==> src/rtl/universal_shift_register_pkg.sv <==
// Shared definitions for the universal shift register.
// Holds the operation-mode encoding, the sequencer state type and a helper
// that tells which modes may be run as multi-step bursts.
package usr_pkg;

    localparam logic [2:0] MODE_HOLD   = 3'b000;
    localparam logic [2:0] MODE_SHR    = 3'b001;
    localparam logic [2:0] MODE_SHL    = 3'b010;
    localparam logic [2:0] MODE_ROR    = 3'b011;
    localparam logic [2:0] MODE_ROL    = 3'b100;
    localparam logic [2:0] MODE_LOAD   = 3'b101;
    localparam logic [2:0] MODE_ASR    = 3'b110;
    localparam logic [2:0] MODE_CLEAR  = 3'b111;

    typedef enum logic {
        ST_IDLE = 1'b0,
        ST_RUN  = 1'b1
    } state_t;

    // Only the movement modes make sense repeated; hold/load/clear are
    // idempotent and always run as a single step.
    function automatic logic is_burst_mode(input logic [2:0] mode);
        return (mode == MODE_SHR) || (mode == MODE_SHL) || (mode == MODE_ROR) ||
               (mode == MODE_ROL) || (mode == MODE_ASR);
    endfunction

endpackage

==> src/rtl/universal_shift_register_if.sv <==
// Control/data bundle of the universal shift register.
// master: the block driving mode, data, serial and burst controls.
// slave : the register itself, returning data, serial taps and Busy/Done.
interface universal_shift_register_if #(
    parameter int WIDTH = 16,
    parameter int CNT_W = $clog2(WIDTH + 1)
);
    logic             Enable_In;
    logic [2:0]       Mode_In;
    logic [WIDTH-1:0] Parallel_Data_In;
    logic             Serial_Left_In;
    logic             Serial_Right_In;
    logic             Start_In;
    logic [CNT_W-1:0] Count_In;
    logic [WIDTH-1:0] Parallel_Data_Out;
    logic             Serial_Left_Out;
    logic             Serial_Right_Out;
    logic             Busy_Out;
    logic             Done_Out;

    modport master (
        output Enable_In, Mode_In, Parallel_Data_In, Serial_Left_In,
               Serial_Right_In, Start_In, Count_In,
        input  Parallel_Data_Out, Serial_Left_Out, Serial_Right_Out,
               Busy_Out, Done_Out
    );

    modport slave (
        input  Enable_In, Mode_In, Parallel_Data_In, Serial_Left_In,
               Serial_Right_In, Start_In, Count_In,
        output Parallel_Data_Out, Serial_Left_Out, Serial_Right_Out,
               Busy_Out, Done_Out
    );
endinterface

==> src/rtl/universal_shift_register_step.sv <==
// Combinational next-value unit: one step of the selected mode.
// Ports: i_data current value, i_mode operation, i_load parallel value,
//        i_serial_left MSB fill for shift right, i_serial_right LSB fill
//        for shift left, o_data resulting value.
module shift_register_step
    import usr_pkg::*;
#(
    parameter int WIDTH = 16
) (
    input  logic [WIDTH-1:0] i_data,
    input  logic [2:0]       i_mode,
    input  logic [WIDTH-1:0] i_load,
    input  logic             i_serial_left,
    input  logic             i_serial_right,
    output logic [WIDTH-1:0] o_data
);

    always_comb begin
        o_data = i_data;
        case (i_mode)
            MODE_HOLD:  o_data = i_data;
            MODE_SHR:   o_data = {i_serial_left, i_data[WIDTH-1:1]};
            MODE_SHL:   o_data = {i_data[WIDTH-2:0], i_serial_right};
            MODE_ROR:   o_data = {i_data[0], i_data[WIDTH-1:1]};
            MODE_ROL:   o_data = {i_data[WIDTH-2:0], i_data[WIDTH-1]};
            MODE_LOAD:  o_data = i_load;
            MODE_ASR:   o_data = {i_data[WIDTH-1], i_data[WIDTH-1:1]};
            MODE_CLEAR: o_data = '0;
            default:    o_data = i_data;
        endcase
    end

endmodule

==> src/rtl/universal_shift_register.sv <==
// Universal shift register with burst sequencer.
// Ports: Clk_In (state updates on falling edge), Reset_In (async, high),
//        bus (slave side of universal_shift_register_if): mode/data/serial
//        inputs, Start/Count burst launch, data out, serial taps, Busy/Done.
// State | meaning
// IDLE  | one step of Mode_In per enabled edge; Start may launch a burst
// RUN   | burst in progress, latched mode stepped until the counter empties
module universal_shift_register
    import usr_pkg::*;
#(
    parameter int WIDTH = 16,
    parameter int CNT_W = $clog2(WIDTH + 1)
) (
    input  logic Clk_In,
    input  logic Reset_In,
    universal_shift_register_if.slave bus
);

    localparam logic [CNT_W-1:0] CNT_ONE = {{(CNT_W-1){1'b0}}, 1'b1};

    state_t           r_state, w_state_nxt;
    logic [CNT_W-1:0] r_cnt, w_cnt_nxt;
    logic [2:0]       r_mode, w_mode_nxt;
    logic [WIDTH-1:0] r_data, w_data_nxt;
    logic             r_busy, r_done, w_done_nxt;
    logic [2:0]       w_step_mode;
    logic [WIDTH-1:0] w_step_data;

    // Inside a burst the latched mode drives the datapath, not Mode_In.
    assign w_step_mode = (r_state == ST_RUN) ? r_mode : bus.Mode_In;

    shift_register_step #(.WIDTH(WIDTH)) u_step (
        .i_data         (r_data),
        .i_mode         (w_step_mode),
        .i_load         (bus.Parallel_Data_In),
        .i_serial_left  (bus.Serial_Left_In),
        .i_serial_right (bus.Serial_Right_In),
        .o_data         (w_step_data)
    );

    always_ff @(negedge Clk_In or posedge Reset_In) begin
        if (Reset_In) begin
            r_state <= ST_IDLE;
            r_cnt   <= '0;
            r_mode  <= MODE_HOLD;
            r_data  <= '0;
            r_busy  <= 1'b0;
            r_done  <= 1'b0;
        end else begin
            r_state <= w_state_nxt;
            r_cnt   <= w_cnt_nxt;
            r_mode  <= w_mode_nxt;
            r_data  <= w_data_nxt;
            r_busy  <= (w_state_nxt == ST_RUN);
            r_done  <= w_done_nxt;
        end
    end

    always_comb begin
        w_state_nxt = r_state;
        w_cnt_nxt   = r_cnt;
        w_mode_nxt  = r_mode;
        w_data_nxt  = r_data;
        w_done_nxt  = 1'b0;
        if (bus.Enable_In) begin
            case (r_state)
                ST_IDLE: begin
                    if (bus.Start_In && is_burst_mode(bus.Mode_In)) begin
                        w_mode_nxt = bus.Mode_In;
                        if (bus.Count_In == '0) begin
                            w_done_nxt = 1'b1;
                        end else if (bus.Count_In == CNT_ONE) begin
                            w_data_nxt = w_step_data;
                            w_done_nxt = 1'b1;
                        end else begin
                            // First step happens on the launch edge itself.
                            w_data_nxt  = w_step_data;
                            w_cnt_nxt   = bus.Count_In - CNT_ONE;
                            w_state_nxt = ST_RUN;
                        end
                    end else begin
                        w_data_nxt = w_step_data;
                    end
                end
                ST_RUN: begin
                    w_data_nxt = w_step_data;
                    w_cnt_nxt  = r_cnt - CNT_ONE;
                    if (r_cnt == CNT_ONE) begin
                        w_state_nxt = ST_IDLE;
                        w_done_nxt  = 1'b1;
                    end
                end
                default: w_state_nxt = ST_IDLE;
            endcase
        end
    end

    assign bus.Parallel_Data_Out = r_data;
    assign bus.Serial_Left_Out   = r_data[WIDTH-1];
    assign bus.Serial_Right_Out  = r_data[0];
    assign bus.Busy_Out          = r_busy;
    assign bus.Done_Out          = r_done;

endmodule

==> src/flat_wrapper.sv <==
// flat-port wrapper written by rule: the top's interface ports become plain ports
module universal_shift_register_flat import usr_pkg::*;
#(
    parameter int WIDTH = 16,
    parameter int CNT_W = $clog2(WIDTH + 1)
)
  (Clk_In, Reset_In, bus_Enable_In, bus_Mode_In, bus_Parallel_Data_In, bus_Serial_Left_In, bus_Serial_Right_In, bus_Start_In, bus_Count_In, bus_Parallel_Data_Out, bus_Serial_Left_Out, bus_Serial_Right_Out, bus_Busy_Out, bus_Done_Out);
  universal_shift_register_if #(.WIDTH(WIDTH), .CNT_W(CNT_W)) bus_i ();
  input  logic Clk_In;
  input  logic Reset_In;
  input wire logic [$bits(bus_i.Enable_In)-1:0] bus_Enable_In;
  input wire logic [$bits(bus_i.Mode_In)-1:0] bus_Mode_In;
  input wire logic [$bits(bus_i.Parallel_Data_In)-1:0] bus_Parallel_Data_In;
  input wire logic [$bits(bus_i.Serial_Left_In)-1:0] bus_Serial_Left_In;
  input wire logic [$bits(bus_i.Serial_Right_In)-1:0] bus_Serial_Right_In;
  input wire logic [$bits(bus_i.Start_In)-1:0] bus_Start_In;
  input wire logic [$bits(bus_i.Count_In)-1:0] bus_Count_In;
  output wire logic [$bits(bus_i.Parallel_Data_Out)-1:0] bus_Parallel_Data_Out;
  output wire logic [$bits(bus_i.Serial_Left_Out)-1:0] bus_Serial_Left_Out;
  output wire logic [$bits(bus_i.Serial_Right_Out)-1:0] bus_Serial_Right_Out;
  output wire logic [$bits(bus_i.Busy_Out)-1:0] bus_Busy_Out;
  output wire logic [$bits(bus_i.Done_Out)-1:0] bus_Done_Out;
  assign bus_i.Enable_In = bus_Enable_In;
  assign bus_i.Mode_In = bus_Mode_In;
  assign bus_i.Parallel_Data_In = bus_Parallel_Data_In;
  assign bus_i.Serial_Left_In = bus_Serial_Left_In;
  assign bus_i.Serial_Right_In = bus_Serial_Right_In;
  assign bus_i.Start_In = bus_Start_In;
  assign bus_i.Count_In = bus_Count_In;
  assign bus_Parallel_Data_Out = bus_i.Parallel_Data_Out;
  assign bus_Serial_Left_Out = bus_i.Serial_Left_Out;
  assign bus_Serial_Right_Out = bus_i.Serial_Right_Out;
  assign bus_Busy_Out = bus_i.Busy_Out;
  assign bus_Done_Out = bus_i.Done_Out;
  universal_shift_register #(.WIDTH(WIDTH), .CNT_W(CNT_W)) u_core (.Clk_In(Clk_In), .Reset_In(Reset_In), .bus(bus_i));
endmodule
==> config.mk <==
export PLATFORM = sky130hd
export DESIGN_NAME = universal_shift_register_flat
export DESIGN_NICKNAME = d
export VERILOG_FILES = /design/src/rtl/universal_shift_register_pkg.sv /design/src/rtl/universal_shift_register_if.sv /design/src/rtl/universal_shift_register_step.sv /design/src/rtl/universal_shift_register.sv /design/src/flat_wrapper.sv
export SDC_FILE = /design/constraint.sdc
export NUM_CORES = 1
export LEC_CHECK = 0
export CAP_MARGIN = 20
export CORE_ASPECT_RATIO = 0.7
export CORE_UTILIZATION = 50
export DETAILED_ROUTE_END_ITERATION = 10
export HOLD_SLACK_MARGIN = 0.08
export PLACE_DENSITY = 0.87
export SYNTH_ARGS = -nofsm -noshare
export SYNTH_HDL_FRONTEND = slang
export SYNTH_HIERARCHICAL = 1
export SYNTH_SLANG_ARGS = --single-unit
==> constraint.sdc <==
create_clock -name Clk_In -period 5.15 [get_ports Clk_In]
set_input_delay 1.03 -clock Clk_In [delete_from_list [all_inputs] [get_ports Clk_In]]
set_output_delay 1.03 -clock Clk_In [all_outputs]
set_load 0.03 [all_outputs]
==> results of run 1 <==
==> area by class of cell <==
class / instances / area, sq um / area share
Clock buffer: 4 / 55.1 / 0.0178
Tap cell: 55 / 68.8 / 0.0222
Timing Repair Buffer: 77 / 826 / 0.266
Inverter: 9 / 33.8 / 0.0109
Multi-Input combinational cell: 208 / 1470 / 0.473
Sequential cell: 26 / 651 / 0.210
==> stage by stage <==
step	std cells	worst slack, ns	hold WS [ns]
3_3_place_gp	374	-0.352	0.442
4_1_cts	379	0.00404	0.470
2_1_floorplan	263	0.0786	0.434
5_1_grt	379	-0.0104	0.487
3_5_place_dp	374	-0.392	0.466
6_report	379	0.0376	0.465
==> final timing paths <==
path	from	end	slack, ns	cells past startpoint
hold reg to reg	u_core/r_mode[0]	u_core/r_mode[0]	0.46	1
setup reg to reg	u_core/bus.Busy_Out	u_core/bus.Parallel_Data_Out[0]	3.00	8
min in group asynchronous	Reset_In	u_core/bus.Parallel_Data_Out[1]	3.57	3
hold / removal	u_core/r_mode[0]	u_core/r_mode[0]	0.46	1
max in group asynchronous	Reset_In	u_core/bus.Parallel_Data_Out[7]	1.29	3
setup / recovery	u_core/bus.Parallel_Data_Out[14]	bus_Parallel_Data_Out[14]	0.04	1
==> repair_timing <==
item,4_1_cts,5_1_grt
pin swaps,1,3
setup endpoints to repair,24,20
hold endpoints to repair,0,0
gates cloned,1,0
resized for setup,7,13
==> routing by layer <==
metal	global-route usage	wire, um	vias up
met5	0	0	-
met4	0.0320	27	0
met3	0.0320	310	4
li1	-	-	1047
met1	0.319	2560	989
met2	0.349	2360	70
==> cells by family after synthesis <==
logic type | count (synthesis)
buffers and inverters | 29
adder cells (fa/ha/maj) | 5
AO/OA/AOI/OAI | 62
AND/OR/NAND/NOR | 94
XOR/XNOR | 4
flip-flops | 26
multiplexers | 43
==> registers in the layout, summed over array words and instances (netlist names) <==
signal	cells
u_core/bus.Parallel_Data_Out	16
u_core/r_cnt	5
u_core/bus.Busy_Out	1
u_core/bus.Done_Out	1
u_core/r_mode	3
==> cells in the final DEF (no fill, tap or decap), drive strengths merged, types with 3 or more instances in the layout <==
cell type / synthesis / final
o211ai: 11 / 11
nor4: 3 / 3
a21oi: 18 / 18
a211o: 3 / 3
nand2: 38 / 38
mux2: 24 / 24
nand3: 5 / 5
inv: 9 / 9
nand2b: 12 / 12
nor3b: 3 / 3
nor2: 20 / 20
ha: 5 / 5
mux2i: 19 / 19
a31oi: 3 / 3
dfrtn: 26 / 26
dlymetal6s2s: 0 / 12
buf: 16 / 28
nor3: 4 / 4
dlygate4sd2: 0 / 3
clkbuf: 4 / 4
o21ai: 17 / 17
clkdlybuf4s50: 0 / 34
==> report_power, final <==
part / switching (uW) / internal (uW) / leakage [uW]
Sequential: 123 / 298 / 0.000319
Clock: 61.4 / 68.3 / 0.0000288
Combinational: 470 / 466 / 0.00119
==> out/qor.txt, run 1 <==
Hold Crit Class: reg -> reg
most frequent cell after synthesis: nand2_1
Synth Area in Adders: 0.0270
Final Max Slew Viols: 0
leakage: 0.00153 uW
initial DRC count: 153
Top FF cell, synth: dfrtn_1
die extent in x: 83.4 um
Final Util: 0.704
Tot Pwr: 1490 uW
post-synthesis xor/xnor area fraction: 0.0183
routed vias/inst: 5.57
max-cap check violation count: 0
WP buf/inv: 1
Rows: 20
Setup Buffers After CTS: 0
yosys synthesis warning count: 6
CTS tree: done
Via Count: 2,110
Pwr per Cell Area: 479 nW/um^2
P&R area growth vs syn: 33.7%
Setup Crit Path Kind: reg -> out
clock sinks: 26
delay-heaviest family, CP: buffers and inverters
crit path launch type: flop
Post-Synth Simple-Gate Area: 0.197
I/O pin count: 50
GP Congestion: 0.876
Max clock buf depth: 2
Design Area, Final: 3100 sq um
Setup TNS: 0 ns
Clock transition at path regs: 0.06 ns
slew of the pin with the lowest slew margin: 0.333 ns
fillcell total: 325
complex-gate fraction of the synthesized area: 0.171
area of the mapped netlist: 2320 sq um
clock latency on the worst-skew pair: 0.28 ns
worst-case vdd ir drop: 0.388 mV
first-pass GRT wire length: 8.53 mm
CP Max Fanout: 6
Post-Route WL: 5.27 mm
Hold Vio Cnt, Final: 0
count of cell types in the netlist: 46
Post-DRT Antenna Nets: 0
slowest stage delay, CP: 0.71 ns
layout cells sized above 1: 0.204
routed len/inst: 13.9 um
WP data arrival: 4.08 ns
Synth area leaders: dfrtn_1 28%, mux2i_1 8.2%, mux2_4 7.1%
status: finished clean
hold_buf cts: 0
GR Util All Layers: 0.217
GR Overflow Total: 0
Post-synth ARST share: 1.00
Port Buf Inserts: 49
pin count of the biggest net entering global routing: 37
Pre-antenna DRT Iters: 4
# setup viols final: 0
starting density of the core: 0.526
crit path cell chain: clkdlybuf4s50_1
WP data required: 4.12 ns
mux cell area share after synthesis: 0.216
Worst path slowest cell: clkdlybuf4s50_1
largest family of logic cells by synthesized area: multiplexers
H-tree depth: 1
Die Y: 59.0 um
Slew HR: 0.778
# DRC: 0
Final Skew: 0.00459 ns
Setup crit end kind: output pin
Synth Area per Inst: 8.82 sq um
number of diodes: 0
TritonCTS buffer count: 3
sequential cell area fraction in the yosys report: 0.281
final net count: 360
leading area contributor after synthesis: dfrtn_1
vias in the first global route: 1,813
root buf cell: clkbuf_8
Post-DP HPWL: 3.74 mm
die area: 4920 sq um
cell count after synthesis: 263
Synth top area share: 0.281
core footprint: 4400 sq um
#FFs+latches synth: 26
Placed Area: 2980 sq um
syn_nets: 298
initial antenna violation count: 0
EDFF count, synth: 0
synth cell count leaders: 38 x nand2_1, 26 x dfrtn_1, 20 x nor2_1, 19 x mux2i_1, 18 x a21oi_1
No activity file was read; power rests on OpenSTA's default activity.
==> run 2, diff against run 1 <==
--- a/config.mk
+++ b/config.mk
@@ -10,8 +10,8 @@
 export CORE_UTILIZATION = 50
 export DETAILED_ROUTE_END_ITERATION = 10
 export HOLD_SLACK_MARGIN = 0.08
-export PLACE_DENSITY = 0.87
+export PLACE_DENSITY = 0.89
+export SLEW_MARGIN = 20
 export SYNTH_ARGS = -nofsm -noshare
 export SYNTH_HDL_FRONTEND = slang
-export SYNTH_HIERARCHICAL = 1
 export SYNTH_SLANG_ARGS = --single-unit
==> run 2 against run 1 <==
Against the previous run:
- worst hold slack improved by 0.064 ns
- core utilization rose by 1.8 points
- sequential power rose by 6.7%
- sequential share of layout area rose by 2.0 points
- via count fell by 7.4%
- register-to-register slack improved by 0.20 ns
- clock-buffer cell count fell by 1
- critical path depth did not move
- routed wire length rose by 8.1%
==> out/qor.txt, run 2 <==
Final Skew: 0.00750 ns
fillcell total: 272
delay-heaviest family, CP: buffers and inverters
vias in the first global route: 1,919
yosys synthesis warning count: 0
GR Util All Layers: 0.273
Hold Crit Class: reg -> reg
clock latency on the worst-skew pair: 0.28 ns
P&R area growth vs syn: 38.3%
sequential cell area fraction in the yosys report: 0.318
slew of the pin with the lowest slew margin: 0.376 ns
Die Y: 55.5 um
worst-case vdd ir drop: 0.359 mV
Setup Crit Path Kind: reg -> out
Post-DRT Antenna Nets: 0
status: finished clean
Synth top area share: 0.318
Pre-antenna DRT Iters: 4
Via Count: 1,954
Slew HR: 0.742
Setup crit end kind: output pin
max-cap check violation count: 0
die extent in x: 78.5 um
Rows: 19
routed vias/inst: 6.11
CTS tree: done
# DRC: 0
crit path cell chain: clkdlybuf4s50_1
hold_sp: u_core.r_cnt[1]
die area: 4360 sq um
routed len/inst: 17.8 um
core footprint: 3920 sq um
Clock transition at path regs: 0.06 ns
Worst path slowest cell: clkdlybuf4s50_1
Max clock buf depth: 2
GP Congestion: 0.818
EDFF count, synth: 0
starting density of the core: 0.522
Port Buf Inserts: 49
CP Max Fanout: 5
initial DRC count: 183
reg-to-reg startpoint: u_core.r_state
Hold Vio Cnt, Final: 0
hold depth: 2
Finished Layout Cells: 320
most frequent cell after synthesis: dfrtn_1
final net count: 305
R2R depth: 4
Synth Area per Inst: 9.99 sq um
leakage: 0.00116 uW
Tot Pwr: 1780 uW
TritonCTS buffer count: 3
Top FF cell, synth: dfrtn_1
Placed Area: 2670 sq um
clock sinks: 26
syn_nets: 240
Post-DP HPWL: 3.81 mm
Final Util: 0.722
pin count of the biggest net entering global routing: 30
I/O pin count: 50
area of the mapped netlist: 2050 sq um
H-tree depth: 1
placed cell count: 310
Post-synth ARST share: 1.00
# setup viols final: 0
most frequent cells in the layout: 47 x clkdlybuf4s50_1, 26 x dfrtn_1, 25 x buf_4
most common cell after layout, fill and taps aside: clkdlybuf4s50_1
reg-to-reg endpoint: u_core.bus.Parallel_Data_Out[15]
layout cells sized above 1: 0.254
slowest stage delay, CP: 0.72 ns
max reg flops: 16
Worst Hold End: u_core.r_cnt[1]
Pwr per Cell Area: 630 nW/um^2
first-pass GRT wire length: 9.38 mm
flop2flop setup slack: 3.20 ns
leading area contributor after synthesis: dfrtn_1
Post-Route WL: 5.69 mm
WP buf/inv: 1
number of diodes: 0
Crit. Startpoint: u_core.bus.Parallel_Data_Out[15]
WP data required: 4.12 ns
#FFs+latches synth: 26
count of cell types in the netlist: 45
WP depth: 1
Design Area, Final: 2830 sq um
initial antenna violation count: 0
crit path launch type: flop
GR Overflow Total: 0
WP data arrival: 4.10 ns
Final Max Slew Viols: 0
cell count after synthesis: 205
Synth area leaders: dfrtn_1 32%, a31oi_4 11%, a22oi_1 5.5%
root buf cell: clkbuf_8
synth cell count leaders: 26 x dfrtn_1, 22 x a21oi_1, 19 x nand3_1, 15 x a22oi_1, 11 x a31oi_4
==> run 2: cell types whose count changed in the layout (fill, tap and decap cells not counted), sizes merged, moves of 11 or more <==
| cell | previous run | this run |
|---|---|---|
| mux2i | 19 | 6 |
| a31oi | 3 | 16 |
| nand3 | 5 | 19 |
| clkdlybuf4s50 | 34 | 47 |
| mux2 | 24 | 7 |
| nand2b | 12 | 1 |
| nor2 | 20 | 5 |
| dlymetal6s2s | 12 | 1 |
| nand2 | 38 | 7 |
| a22oi | 0 | 15 |
==> run 2: timing repair <==
| action | 4_1_cts | 5_1_grt |
|---|---|---|
| setup endpoints to repair | 13 | 14 |
| setup buffers | 7 | 0 |
| pin swaps | 0 | 0 |
| hold endpoints to repair | 0 | 0 |
| resized for setup | 2 | 10 |
| hold buffers | 0 | 0 |
==> run 2: how the worst max path moves through the flow <==
stage,end,slack [ns]
floorplan,u_core.r_mode[0],0.26
global placement,u_core.bus.Parallel_Data_Out[8],-0.28
detailed placement,u_core.bus.Parallel_Data_Out[1],-0.33
CTS,u_core.bus.Parallel_Data_Out[1],0.03
global route,bus_Parallel_Data_Out[15],-0.004
finish,bus_Parallel_Data_Out[15],0.02
==> run 2: area by class of cell <==
class,count,area (sq um),share of cell area
Multi-Input combinational cell,151,1270,0.447
Timing Repair Buffer,79,773,0.273
Sequential cell,26,651,0.230
Tap cell,52,65.1,0.0230
Clock buffer,3,41.3,0.0146
Inverter,9,33.8,0.0119
==> run 2: logic make-up after synthesis <==
family / share of synthesized area
xor+xnor: 0.0214
fa+ha+maj: 0.0306
buf+inv: 0.0788
simple gates: 0.148
compound gates: 0.329
mux: 0.0740
flops: 0.318
==> run 2: layer usage <==
metal,track usage,part of all wire
met5,0,0
met3,0.0479,0.057
met2,0.416,0.48
met4,0.0741,0.013
met1,0.399,0.45
==> run 2: through the flow <==
step | hold slack, ns | setup slack, ns | setup TNS, ns
after floorplan | 0.490 | 0.261 | 0
after global placement | 0.517 | -0.277 | -5.76
after CTS | 0.529 | 0.0265 | 0
final | 0.529 | 0.0205 | 0
after global routing | 0.548 | -0.00362 | -0.00698
after detailed placement | 0.530 | -0.329 | -6.57
==> run 2: power breakdown <==
part | leakage (uW) | internal, uW | total [uW] | switching [uW]
registers | 0.000296 | 315 | 449 | 134
clock network | 0.0000216 | 52.5 | 117 | 64.6
logic | 0.000846 | 541 | 1220 | 674
==> run 2: worst reg2reg max path, delay by kind of cell, from the launching register on <==
family	cells	cell delay, ns
buf+inv	1	0.31
flops	1	0.41
compound gates	1	0.26
mux	2	0.81
==> run 3, diff against run 2 <==
--- a/config.mk
+++ b/config.mk
@@ -5,12 +5,13 @@
 export SDC_FILE = /design/constraint.sdc
 export NUM_CORES = 1
 export LEC_CHECK = 0
+export ABC_AREA = 1
 export CAP_MARGIN = 20
 export CORE_ASPECT_RATIO = 0.7
 export CORE_UTILIZATION = 50
 export DETAILED_ROUTE_END_ITERATION = 10
 export HOLD_SLACK_MARGIN = 0.08
-export PLACE_DENSITY = 0.89
+export PLACE_DENSITY = 0.9
 export SLEW_MARGIN = 20
 export SYNTH_ARGS = -nofsm -noshare
 export SYNTH_HDL_FRONTEND = slang
==> run 3 against run 2 <==
Against the previous run:
- clock skew decreased by 0.0026 ns
- non-clock buffer count decreased by 16
- via count decreased by 3.5%
- final area decreased by 11%
- register-to-register slack improved by 0.07 ns
- combinational power decreased by 30%
- clock-buffer cell count unchanged
- worst hold slack got worse by 0.065 ns
- flip-flop and latch count unchanged
- first-iteration DRC count decreased by 56%
==> out/qor.txt, run 3 <==
status: finished clean
met3 WL: 197 um
Clock transition at path regs: 0.06 ns
leakage: 0.00125 uW
Port Buf Inserts: 49
number of diodes: 0
Top FF cell, synth: dfrtn_1
H-tree depth: 1
cell count after synthesis: 283
hold depth: 2
Pre-antenna DRT Iters: 4
GR Overflow Total: 0
Post-synth ARST share: 1.00
met1 WL: 2.11 mm
Die Y: 53.6 um
starting density of the core: 0.530
Final Util: 0.705
Final Skew: 0.00489 ns
slew of the pin with the lowest slew margin: 0.339 ns
#FFs+latches synth: 26
Hold Crit Class: reg -> reg
I/O pin count: 50
Worst path slowest cell: clkdlybuf4s50_1
most frequent cells in the layout: 106 x nand2_1, 49 x clkdlybuf4s50_1, 47 x nor2_1
yosys synthesis warning count: 0
first-pass GRT wire length: 6.98 mm
clock sinks: 26
Synth Area per Inst: 6.71 sq um
pin count of the biggest net entering global routing: 31
worst-case vdd ir drop: 0.303 mV
initial antenna violation count: 0
final hold slack: 0.464 ns
Setup crit end kind: output pin
crit path cell chain: clkdlybuf4s50_1
Final Max Slew Viols: 0
Max clock buf depth: 2
final net count: 376
hold_buf cts: 0
area of the mapped netlist: 1900 sq um
CTS resizes: 0
flop2flop setup slack: 3.27 ns
hold_sp: u_core.r_mode[1]
layout cells sized above 1: 0.133
unrepaired setup endpoints after global routing: false
max-cap check violation count: 0
Rows: 18
clock latency on the worst-skew pair: 0.28 ns
sequential cell area fraction in the yosys report: 0.343
P&R area growth vs syn: 33.0%
max reg flops: 16
Post-DP HPWL: 3.29 mm
met2 routed WL: 2.02 mm
syn_nets: 318
crit path launch type: flop
WP data arrival: 4.05 ns
fillcell total: 288
WP data required: 4.12 ns
vias in the first global route: 1,626
# DRC: 0
Hold Vio Cnt, Final: 0
EDFF count, synth: 0
Via Count: 1,885
delay-heaviest family, CP: buffers and inverters
synth cell count leaders: 106 x nand2_1, 47 x nor2_1, 26 x dfrtn_1, 22 x inv_1, 17 x o21ai_0
leading area contributor after synthesis: dfrtn_1
reg-to-reg endpoint: u_core.bus.Parallel_Data_Out[1]
die area: 4050 sq um
Synth top area share: 0.343
Setup Crit Path Kind: reg -> out
R2R depth: 11
routed len/inst: 11.2 um
reg-to-reg startpoint: u_core.r_state
WP buf/inv: 1
TritonCTS buffer count: 3
root buf cell: clkbuf_8
CP Max Fanout: 5
Pwr per Cell Area: 541 nW/um^2
GR Util All Layers: 0.230
CTS tree: done
Max Used Layer: met4
initial DRC count: 81
Post-Route WL: 4.35 mm
Synth area leaders: dfrtn_1 34%, nand2_1 21%, nor2_1 9.3%
most frequent cell after synthesis: nand2_1
core footprint: 3580 sq um
most common cell after layout, fill and taps aside: nand2_1
Slew HR: 0.774
slowest stage delay, CP: 0.70 ns
count of cell types in the netlist: 25
GP Congestion: 0.845
Setup Buffers After CTS: 0
Worst Hold End: u_core.r_mode[1]
routed vias/inst: 4.85
die extent in x: 75.7 um
# setup viols final: 0
Post-DRT Antenna Nets: 0
run 3: routing by layer:
metal  vias to the layer above  global-route usage
li1                        981                   -
met1                       852               0.309
met2                        48               0.388
met3                         4              0.0449
met4                         0              0.0494
met5                         -                   0
run 3: where the power goes:
group          switching, uW  internal [uW]  total (uW)
sequential              94.6            309         404
clock                   60.7           52.4         113
combinational            511            340         851
total                    666            702        1370
run 3: metrics by stage:
| step | worst slack [ns] | total power [uW] | TNS [ns] | std cells | area [sq um] |
|---|---|---|---|---|---|
| final | 0.0720 | 1370 | 0 | 389 | 2530 |
| after global routing | 0.0255 | 1490 | 0 | 389 | 2530 |
| after CTS | 0.0815 | 1370 | 0 | 389 | 2520 |
| after detailed placement | -0.136 | 1250 | -1.99 | 386 | 2480 |
| after global placement | -0.0792 | 1230 | -1.29 | 386 | 2480 |
| after floorplan | 0.446 | 991 | 0 | 283 | 1900 |
run 3: how the worst max path moves through the flow:
stage	from	end	slack (ns)	cells past startpoint
2_1_floorplan	bus_Count_In[0]	u_core.r_cnt[0]	0.45	6
3_3_place_gp	bus_Count_In[0]	u_core.r_cnt[3]	-0.08	8
3_5_place_dp	bus_Mode_In[2]	u_core.bus.Parallel_Data_Out[8]	-0.14	9
4_1_cts	u_core.bus.Parallel_Data_Out[15]	bus_Serial_Left_Out	0.08	1
5_1_grt	bus_Count_In[0]	u_core.bus.Parallel_Data_Out[10]	0.03	12
6_report	u_core.bus.Parallel_Data_Out[15]	bus_Serial_Left_Out	0.07	1
run 3: area by class of cell:
class                   count  area [sq um]  area share
clock buffers               3          41.3      0.0163
inverters                  23          86.3      0.0342
multi-input cells         224          1060       0.421
flip-flops and latches     26           651       0.258
well taps                  50          62.6      0.0248
repair buffers             63           621       0.246
run 3: logic make-up after synthesis:
logic type,after synthesis,share of synthesized area
flip-flops,26,0.343
XOR/XNOR,4,0.0184
adder cells (fa/ha/maj),5,0.0329
AO/OA/AOI/OAI,22,0.0606
multiplexers,1,0.00527
AND/OR/NAND/NOR,192,0.441
buffers and inverters,33,0.0988
